## config.mk

```make
export PLATFORM = sky130hd
export DESIGN_NAME = mul_seq
export DESIGN_NICKNAME = d
export VERILOG_FILES = /design/src/rtl/mul_seq_pkg.sv /design/src/rtl/yAdder.sv /design/src/rtl/mul_seq.sv
export SDC_FILE = /design/constraint.sdc
export NUM_CORES = 1
export LEC_CHECK = 0
export CORE_MARGIN = 2
export CORE_UTILIZATION = 45
export DETAILED_ROUTE_END_ITERATION = 12
export GPL_TIMING_DRIVEN = 0
export PLACE_DENSITY = 0.71
export SYNTH_ARGS = -nofsm -noshare
export SYNTH_HDL_FRONTEND = slang
export SYNTH_SLANG_ARGS = --single-unit
```

## constraint.sdc

```tcl
create_clock -name clk -period 6.95 [get_ports clk]
set_input_delay 2.085 -clock clk [delete_from_list [all_inputs] [get_ports clk]]
set_output_delay 2.085 -clock clk [all_outputs]
set_load 0.05 [all_outputs]
```

## src/rtl/mul_seq_pkg.sv

```systemverilog
// mul_seq_pkg: shared FSM encodings and iteration constants for the sequential multiplier
package mul_seq_pkg;
    typedef enum logic [1:0] {IDLE = 2'b00, RUN = 2'b01, DONE = 2'b10} state_t;
    localparam int MUL_ITER = 32;
    localparam int CNT_W = 5;
endpackage

```

## src/rtl/yAdder.sv

```systemverilog
// yAdder: 32-bit ripple-style adder with carry in and carry out
module yAdder (
    output logic [31:0] z,
    output logic        cout,
    input  logic [31:0] a,
    input  logic [31:0] b,
    input  logic        cin
);
    assign {cout, z} = {1'b0, a} + {1'b0, b} + {32'b0, cin};
endmodule

```

## src/rtl/mul_seq.sv

```systemverilog
// mul_seq: 32x32 unsigned shift-add multiplier, one conditional add-and-shift per clock
module mul_seq
    import mul_seq_pkg::*;
#(
    parameter int W = 32
) (
    input  logic           clk,
    input  logic           rst,
    input  logic           start,
    input  logic [W-1:0]   a,
    input  logic [W-1:0]   b,
    output logic           busy,
    output logic           done,
    output logic [2*W-1:0] product
);
    state_t             state, next;
    logic [W-1:0]       mcand, acc_hi, acc_lo, addend, sum;
    logic [CNT_W-1:0]   cnt;
    logic               cout, last;
    logic [2*W-1:0]     shifted;

    assign last    = cnt == CNT_W'(MUL_ITER - 1);
    // operand is zeroed rather than bypassing the adder, keeping a single add path
    assign addend  = acc_lo[0] ? mcand : '0;
    assign shifted = {cout, sum, acc_lo[W-1:1]};
    assign busy    = state != IDLE;
    assign done    = state == DONE;

    yAdder u_add (
        .z    (sum),
        .cout (cout),
        .a    (acc_hi),
        .b    (addend),
        .cin  (1'b0)
    );

    always_comb begin
        next = IDLE;
        next = (state == IDLE) ? (start ? RUN : IDLE) :
               (state == RUN)  ? (last ? DONE : RUN) : IDLE;
    end

    always_ff @(posedge clk or posedge rst) begin
        if (rst)
            state <= IDLE;
        else
            state <= next;
    end

    always_ff @(posedge clk or posedge rst) begin
        if (rst) begin
            mcand   <= '0;
            acc_hi  <= '0;
            acc_lo  <= '0;
            cnt     <= '0;
            product <= '0;
        end else if (state == IDLE && start) begin
            mcand  <= a;
            acc_lo <= b;
            acc_hi <= '0;
            cnt    <= '0;
        end else if (state == RUN) begin
            {acc_hi, acc_lo} <= shifted;
            cnt              <= cnt + 1'b1;
            if (last)
                product <= shifted;
        end
    end
endmodule

```

==> results by stage, run 1 <==
Status:
- The run finished with clean final reports.

Floorplan:
- The boundary pin count is 133.
- The total die area is 20300 um^2.
- Row generation in the floorplan step produced 50 rows.
- The starting utilization of the core area is a little under half.
- The floorplan die height is about 140 um.
- Measured along the x axis, the die boundary spans 142 um.
- The core area is 18800 um^2.

Synth:
- Of all cell types, the one taking the most synthesized area is sky130_fd_sc_hd__dfrtp_1.
- After Yosys synthesis, and, or, nand and nor cells account for between 20% and 30% of the synthesized area.
- The combined area of all synthesized cells is 8610 um^2.
- The net count of the mapped netlist is 1086.
- In the synthesized netlist, mux cells make up less than 1% of the area.
- The number of warning messages in the yosys log is 0.
- The number of different library cells used by synthesis comes to 61.
- The main combinational cell family by area after synthesis is simple AND/OR/NAND/NOR gates.
- Ranked by total cell area, the synthesized netlist is headed by sky130_fd_sc_hd__dfrtp_1 (49%), sky130_fd_sc_hd__nand2_1 (14%), sky130_fd_sc_hd__ha_1 (4.9%).
- The post-synthesis xor/xnor area fraction is 2.24%.
- Summed over its instances, the top area cell type makes up approximately 49% of the synthesized netlist area.
- The post-synthesis adder-cell area fraction is 5.17%.
- For this run, asynchronously set or reset flops after synthesis account for 100%.
- The area fraction in compound gates after synthesis is approximately 17%.
- Counting flops with a built-in enable in the synthesized netlist gives 0.
- The cell count after synthesis is 984.
- In the synthesized netlist the dominant register cell turns out to be sky130_fd_sc_hd__dfrtp_1.
- Counting flops and latches in the post-synthesis netlist gives 167.
- The sequential area share after synthesis is around half.
- A synthesized cell averages 8.75 um^2.

Setup path:
- Traced cell by cell, the critical path runs through nor2b_1 -> clkdlybuf4s50_1.
- Data on the critical path arrives at its endpoint at around 1.8 ns.
- The worst reg2reg path startpoint is acc_lo[0]$_DFFE_PP0P_.
- The family with the most delay on the worst path is buffers and inverters.
- The slowest stage of the critical path belongs to the cell sky130_fd_sc_hd__clkdlybuf4s50_1.
- The number of cells on the worst reg-to-reg path is 10.
- Tracing the worst setup path back leads to its startpoint at state[0]$_DFF_PP0_.
- The critical path crosses 2 cells after its start point.
- STA classifies the critical path endpoint as an output port.
- The critical path is of the reg -> out type.
- The most critical setup path has its endpoint at done.
- The required time reported for the critical path endpoint is 4.87 ns.
- The peak fanout along the critical path is 4.
- The startpoint type of the worst setup path is a register.
- The endpoint of the most critical register-to-register path is product[53]$_DFFE_PP0P_.
- The register-to-register setup slack is 3.72 ns.
- The sum of buffers and inverters on the critical path is 1.
- For this run, the slowest stage of the critical path takes around 0.86 ns.

Clock tree:
- The number of resized instances in the post-cts repair step is 0.
- TritonCTS built the clock tree.
- The number of buffers created by CTS is 17.
- Clock latency on the worst-skew pair, taken at its later pin, is 0.44 ns.
- The H-tree generated during clock tree synthesis spans 4 levels.
- The number of hold buffers added after CTS is 0.
- Once the clock tree was built, the setup fixing pass inserted 0 buffers.
- The cell sitting at the root of the clock tree is a sky130_fd_sc_hd__clkbuf_16.
- In this run the deepest clock path goes through 2 buffers.
- Clock-pin slew was measured on the worst setup and hold paths at 0.07 ns.
- Clock tree synthesis found a total of 167 sinks.

STA:
- The smallest clock period supported by the final layout is computed as 3.90 ns.
- Setup violations remaining at the end of the flow were counted as 0.
- The actual transition at the worst max-transition pin is 0.773 ns.
- The worst pin sits at a relative slew slack of 48.5%.
- On the final layout, the worst clock skew is 0.00898 ns.
- Based on the critical path, the design can be clocked at up to 256 MHz.
- The final critical path takes up 56.1% of the cycle.
- The final number of max-transition violations is 0.
- Setup total negative slack on the finished layout was measured at 0 ns.
- Setup repair after global routing left no endpoint under its margin.
- The total count of hold-check failures in the final report is 0.

Finish:
- The finished cells cover 10800 um^2.
- Of the cells placed in the final design, the portion with a size suffix greater than 1 is 5.57%.
- The most frequent standard cell in the layout excluding fill and tap cells is sky130_fd_sc_hd__nand2_1.
- The top cell types in the final layout, fill and taps aside, are sky130_fd_sc_hd__nand2_1 (325), sky130_fd_sc_hd__dfrtp_1 (167), sky130_fd_sc_hd__clkdlybuf4s50_1 (132).
- The post-layout net count is 1238.
- The synthesis-to-layout area growth is 25.9%.
- 0 antenna diodes ended up in the layout.

Job:
- The number of max-cap violations is 0.

Min path:
- The class of the worst hold path is reg -> reg.

Placed design:
- The count of port buffers added during placement is ~130.
- The congestion estimate from routability-driven global placement came to approximately 0.89.
- After legalization and detailed placement, the total HPWL measured 17200 um.
- The placed instances occupy a cell area of 10300 um^2.

Global routing:
- The global-route wire length before repair is 39200 um.
- Entering global routing, the biggest net connects 100 pins.
- Global routing used around 25% of the available tracks across all layers.
- The aggregate global routing overflow is 0.
- The initial antenna violation count came to 0.
- The number of global-route vias before repair came to 7647.

Routing:
- The detailed-router iteration count before antenna repair is 5.
- The number of nets with antenna violations after routing is 0.
- The number of vias after detailed routing is 7527.
- In the routed design, unresolved DRC markers number 0.
- In this run, the number of DRC markers left after iteration 0 of detailed routing was 585.
- The routed design has 23600 um of wire.
- Using the TritonRoute via totals, the vias-per-cell ratio works out to 5.44.
- The average wire per standard cell is 17.1 um.

Power and ir drop:
- The power consumption is 5840 uW.
- The analysis attributes to cell leakage a power of 0.00505 uW.
- The worst-case IR drop observed on VDD is 0.000286 V.
- Dividing total power by cell area gives a power density of between 500 and 600 nW/um^2.
state kept, by name, indices dropped and copies added (netlist names):
signal   cells
product     64
acc_hi      32
acc_lo      32
mcand       32
cnt          5
state        2
cells in the mapped netlist (2+ instances only):
cell type,n
sky130_fd_sc_hd__o21ai_0,63
sky130_fd_sc_hd__xor2_1,12
sky130_fd_sc_hd__a21oi_2,3
sky130_fd_sc_hd__nor4_1,6
sky130_fd_sc_hd__o211ai_1,4
sky130_fd_sc_hd__a31oi_1,5
sky130_fd_sc_hd__a22oi_1,32
sky130_fd_sc_hd__o31a_1,2
sky130_fd_sc_hd__nand4b_1,2
sky130_fd_sc_hd__o21ai_1,6
sky130_fd_sc_hd__a21oi_1,40
sky130_fd_sc_hd__o21bai_1,3
sky130_fd_sc_hd__o21ai_2,3
sky130_fd_sc_hd__ha_1,34
sky130_fd_sc_hd__xnor2_1,10
sky130_fd_sc_hd__buf_2,7
sky130_fd_sc_hd__o2111ai_1,3
sky130_fd_sc_hd__inv_1,12
sky130_fd_sc_hd__a21boi_1,2
sky130_fd_sc_hd__and3_1,5
sky130_fd_sc_hd__a21o_1,12
sky130_fd_sc_hd__and2_1,35
sky130_fd_sc_hd__dfrtp_1,167
sky130_fd_sc_hd__nand3_2,2
sky130_fd_sc_hd__o311ai_0,2
sky130_fd_sc_hd__buf_6,3
sky130_fd_sc_hd__a21o_2,2
sky130_fd_sc_hd__nor2_1,21
sky130_fd_sc_hd__nand2_1,325
sky130_fd_sc_hd__clkbuf_1,50
sky130_fd_sc_hd__a31o_1,2
sky130_fd_sc_hd__a211o_1,2
sky130_fd_sc_hd__nor3_1,4
sky130_fd_sc_hd__o31ai_1,8
sky130_fd_sc_hd__buf_4,2
sky130_fd_sc_hd__nand2b_1,3
sky130_fd_sc_hd__nor2b_1,4
sky130_fd_sc_hd__o21a_1,8
sky130_fd_sc_hd__a211oi_1,4
sky130_fd_sc_hd__o221ai_1,2
sky130_fd_sc_hd__nand4_1,18
sky130_fd_sc_hd__or4_1,2
sky130_fd_sc_hd__nand3_1,34
power by group:
part	switching, uW	internal [uW]	total, uW
sequential	301	1440	1740
combinational	2020	1130	3150
clock	429	512	942
total	2750	3090	5840
area by class of cell:
class | count | area (um^2)
buffer | 63 | 275
multi-input combinational | 741 | 4110
tap | 234 | 293
clock inverter | 14 | 138
clock buffer | 18 | 439
timing repair buffer | 133 | 1350
fill | 1739 | 7930
inverter | 13 | 56.3
sequential | 167 | 4180
per-layer routing:
layer	vias up	wire length, um	share of wire [%]	track usage (%)
li1	3683	-	-	-
met1	3591	10900	46	33.7
met2	205	10900	46	38.6
met3	48	1190	5.0	5.65
met4	0	699	3.0	10.1
met5	-	0	0	0
worst min path at each step:
stage	endpoint	cells after the start	slack (ns)	from
4_1_cts	mcand[30]$_DFFE_PP0P_	2	0.47	mcand[30]$_DFFE_PP0P_
3_5_place_dp	mcand[30]$_DFFE_PP0P_	2	0.46	mcand[30]$_DFFE_PP0P_
3_3_place_gp	mcand[10]$_DFFE_PP0P_	2	0.45	mcand[10]$_DFFE_PP0P_
6_report	mcand[25]$_DFFE_PP0P_	2	0.47	mcand[25]$_DFFE_PP0P_
5_1_grt	mcand[4]$_DFFE_PP0P_	2	0.49	mcand[4]$_DFFE_PP0P_
2_1_floorplan	mcand[0]$_DFFE_PP0P_	2	0.44	mcand[0]$_DFFE_PP0P_
cells by family after synthesis:
logic type,after synthesis
and+or+nand+nor,465
AOI/OAI and AO/OA,218
DFF,167
buffers and inverters,76
adders and majority gates,35
xor gates and xnor gates,22
muxes,1
worst register-to-register path, cell delays in order, from the launching register on:
cell and delay, ns:
sky130_fd_sc_hd__dfrtp_1 0.50, sky130_fd_sc_hd__clkbuf_1 0.35, sky130_fd_sc_hd__and2_1 0.18, sky130_fd_sc_hd__ha_1 0.27, sky130_fd_sc_hd__a21o_1 0.22, sky130_fd_sc_hd__a221oi_4 0.39, sky130_fd_sc_hd__o21ai_2 0.15, sky130_fd_sc_hd__or4_4 0.54
sky130_fd_sc_hd__nand2_1 0.11, sky130_fd_sc_hd__xor2_1 0.26, sky130_fd_sc_hd__o21ai_1 0.11
stage by stage:
| step | cells | setup slack [ns] | hold WS (ns) | util, % |
|---|---|---|---|---|
| finish | 1383 | 3.05 | 0.473 | 57.7 |
| global route | 1383 | 2.91 | 0.487 | 57.7 |
| CTS | 1383 | 3.03 | 0.474 | 57.7 |
| detailed placement | 1351 | 2.66 | 0.458 | 54.7 |
| global placement | 1350 | -1.98 | 0.449 | 54.5 |
| floorplan | 984 | 0.347 | 0.437 | - |
Note: power is estimated with default switching activity, not from simulation.
==> run 2: changes to the inputs <==
==> constraint.sdc (replaced) <==
create_clock -name clk -period 3.5 [get_ports clk]
set_input_delay 1.05 -clock clk [delete_from_list [all_inputs] [get_ports clk]]
set_output_delay 1.05 -clock clk [all_outputs]
set_load 0.05 [all_outputs]
==> results by stage, run 2 (same netlist as run 1, synthesis figures left out) <==
Placed design:
- The number of placed cells counting well taps came to 1354 (+0.22%).
- The worst slack at placement is 0.239 ns (-2.42 ns).
- The count of port buffers added during placement is 132 (unchanged).
- The final RePlAce weighted congestion was 0.928 (+4.6%).
- The detailed placement HPWL was 17500 um (+1.3%).

Finish:
- The ratio of cells with drive above 1 in the final layout was 5.90% (+0.33 points).
- The number of standard cells in the layout, taps in and fillers out came to 1386 (+0.22%).
- The most frequent standard cell in the layout excluding fill and tap cells is sky130_fd_sc_hd__nand2_1.
- The core occupancy in the finished layout is 58.2% (+0.43 points).
- From synthesis to final layout, the design area changed by 26.8%.
- In the layout the commonest cells are sky130_fd_sc_hd__nand2_1 (325), sky130_fd_sc_hd__dfrtp_1 (167), sky130_fd_sc_hd__clkdlybuf4s50_1 (132).
- The post-layout net count is 1241 (+0.24%).
- The number of flip-flops under the largest register name is 64 (unchanged).
- The register with the most flip-flops in the final layout is product.
- The diode insertion count for antenna repair is 0 (unchanged).

Routing:
- The starting DRC count in detailed routing was 466 (-20%).
- The average via count per standard cell is 5.48 (+0.61%).
- The residual DRC count was 0 (unchanged).
- The number of vias after detailed routing is 7589 (+0.82%).
- The number of nets with antenna violations after routing came to 0 (unchanged).
- The total routed wirelength is 23700 um (+0.31%).
- The average wire per standard cell is 17.1 um (about the same).
- The detailed-router iteration count before antenna repair came to 5 (unchanged).

STA:
- The post-layout worst setup margin came to 0.199 ns (-2.85 ns).
- Setup repair after global routing left no endpoint under its margin.
- The sum of negative setup slack is 0 ns (unchanged).
- The actual transition at the worst max-transition pin was 0.771 ns (-0.00182 ns).
- The max-slew headroom at the worst pin is 48.4% (-0.069 points).
- The clock skew came to 0.0130 ns (+0.00399 ns).
- The final critical path takes up a little over nine tenths of the cycle.
- The number of setup violations in the final report is 0 (unchanged).
- The total count of hold-check failures in the final report is 0 (unchanged).
- The worst hold slack across all endpoints came to 0.468 ns (-0.00427 ns).
- The final number of max-transition violations is 0 (unchanged).
- The clock period could shrink to 3.30 ns.
- The maximum clock frequency is 303 MHz.

Global routing:
- The aggregate global routing overflow is 0 (unchanged).
- The number of global-route vias before repair is 7344 (-4.0%).
- The global-route usage over all layers was 23.8% (-1.0 points).
- The global-route wire length before repair is 37800 um (-3.7%).
- The initial antenna violation count is 0 (unchanged).
- The maximum number of pins on one net before global-route repair was 43 (-57%).

Clock tree:
- The number of clock sinks is 167 (unchanged).
- The number of H-tree branching levels is 4 (unchanged).
- The maximum clock path buffer count is 2 (unchanged).
- The number of hold buffers added after CTS is 0 (unchanged).
- The buffer count from post-CTS setup fixing is 0 (unchanged).
- The clock-pin transition on the worst setup and hold timing paths is 0.07 ns (about the same).
- The number of resized instances in the post-cts repair step came to 0 (unchanged).
- In this run the clock root is driven by a sky130_fd_sc_hd__clkbuf_16.
- The clock latency at the later pin of the worst-skew pair is 0.43 ns (about the same).
- The number of buffers created by CTS is 17 (unchanged).
- TritonCTS built the clock tree.

Setup path:
- The worst setup path is captured at a register.
- The arrival time at the worst endpoint is 3.59 ns (+1.77 ns).
- The required time reported for the critical path endpoint is 3.79 ns (-1.08 ns).
- The register-to-register setup slack is 0.20 ns (-3.52 ns).
- The worst register-to-register path begins at acc_lo[0]$_DFFE_PP0P_.
- The type of the worst setup path is reg -> reg.
- The peak fanout along the critical path is 10 (+6).
- STA classifies the critical path startpoint as a register.
- The logic depth of the worst register-to-register path is 10 (unchanged).
- The endpoint of the most critical register-to-register path is product[53]$_DFFE_PP0P_.

Min path:
- The hold path depth is 2 (unchanged).
- The path with the worst hold slack has its endpoint at mcand[8]$_DFFE_PP0P_.
- The class of the worst hold path is reg -> reg.
- The origin of the worst min-delay path is mcand[8]$_DFFE_PP0P_.

Floorplan:
- The core area is 18800 um^2 (unchanged).
- The total die area is 20300 um^2 (unchanged).
- The starting utilization of the core area is 45.9% (unchanged).
- The number of rows created at floorplan is 50 (unchanged).
- The boundary pin count is 133 (unchanged).
- The horizontal extent of the die is 142 um (unchanged).
- The floorplan die height is 142 um (unchanged).

Status:
- The run finished with clean final reports.

Power and ir drop:
- The static power due to leakage came to 0.00508 uW (+0.63%).
- The power density over the cells is 1070 nW/um^2 (+98%).
- The worst supply voltage drop on vdd came to 0.000606 V (+110%).

Job:
- The number of max-cap violations was 0 (unchanged).
==> run 2: cell count changes in the layout (fill, tap and decap cells not counted) <==
| cell | change |
|---|---|
| sky130_fd_sc_hd__clkinv_8 | +3 |
| sky130_fd_sc_hd__buf_12 | +4 |
| sky130_fd_sc_hd__buf_16 | -1 |
| sky130_fd_sc_hd__clkinv_2 | -2 |
| sky130_fd_sc_hd__inv_6 | +1 |
| sky130_fd_sc_hd__a21oi_2 | +1 |
| sky130_fd_sc_hd__clkbuf_8 | -1 |
| sky130_fd_sc_hd__clkinv_4 | -1 |
| sky130_fd_sc_hd__a21oi_1 | -1 |
==> run 2: critical path, cell delays in order, from the launching register on <==
cell and delay [ns]:
sky130_fd_sc_hd__dfrtp_1 0.49, sky130_fd_sc_hd__clkbuf_1 0.40, sky130_fd_sc_hd__and2_1 0.19, sky130_fd_sc_hd__ha_1 0.28
sky130_fd_sc_hd__a21o_1 0.22, sky130_fd_sc_hd__a221oi_4 0.40, sky130_fd_sc_hd__o21ai_2 0.16, sky130_fd_sc_hd__or4_4 0.54
sky130_fd_sc_hd__nand2_1 0.09, sky130_fd_sc_hd__xor2_1 0.28, sky130_fd_sc_hd__o21ai_1 0.12
==> run 2: worst max path at each step <==
| stage | depth (start not counted) | to | from |
|---|---|---|---|
| floorplan | 1 | acc_hi[0]$_DFFE_PP0P_ | rst |
| global placement | 2 | acc_hi[7]$_DFFE_PP0P_ | rst |
| detailed placement | 10 | product[53]$_DFFE_PP0P_ | acc_lo[0]$_DFFE_PP0P_ |
| CTS | 10 | product[53]$_DFFE_PP0P_ | acc_lo[0]$_DFFE_PP0P_ |
| global route | 10 | product[53]$_DFFE_PP0P_ | acc_lo[0]$_DFFE_PP0P_ |
| finish | 10 | product[53]$_DFFE_PP0P_ | acc_lo[0]$_DFFE_PP0P_ |
==> run 2: layout make-up <==
cell class | instances | area (um^2)
Buffer | 63 | 275
Clock buffer | 17 | 425
Clock inverter | 15 | 180
Fill cell | 1701 | 7850
Inverter | 13 | 52.6
Multi-Input combinational cell | 741 | 4110
Sequential cell | 167 | 4180
Tap cell | 234 | 293
Timing Repair Buffer | 136 | 1400
==> run 2: power by group <==
part	switching (uW)	leakage [uW]	internal, uW
sequential	587	0.00200	2860
combinational	4030	0.00278	2260
clock	895	0.000295	1030
==> run 2: per-stage QoR <==
stage	power, uW	instance area, um^2
CTS	11700	10900
floorplan	7860	8610
detailed placement	9720	10300
global route	12500	10900
finish	11700	10900
global placement	9600	10200
==> run 2: layer usage <==
layer  wire, um  vias to the layer above  global-route usage (%)  part of all wire, %
li1           -                     3690                       -                    -
met1      10800                     3650                    32.6                   46
met2      11000                      225                    38.6                   47
met3       1490                       24                    5.85                  6.3
met4        317                        0                    5.21                  1.3
met5          0                        -                       0                    0
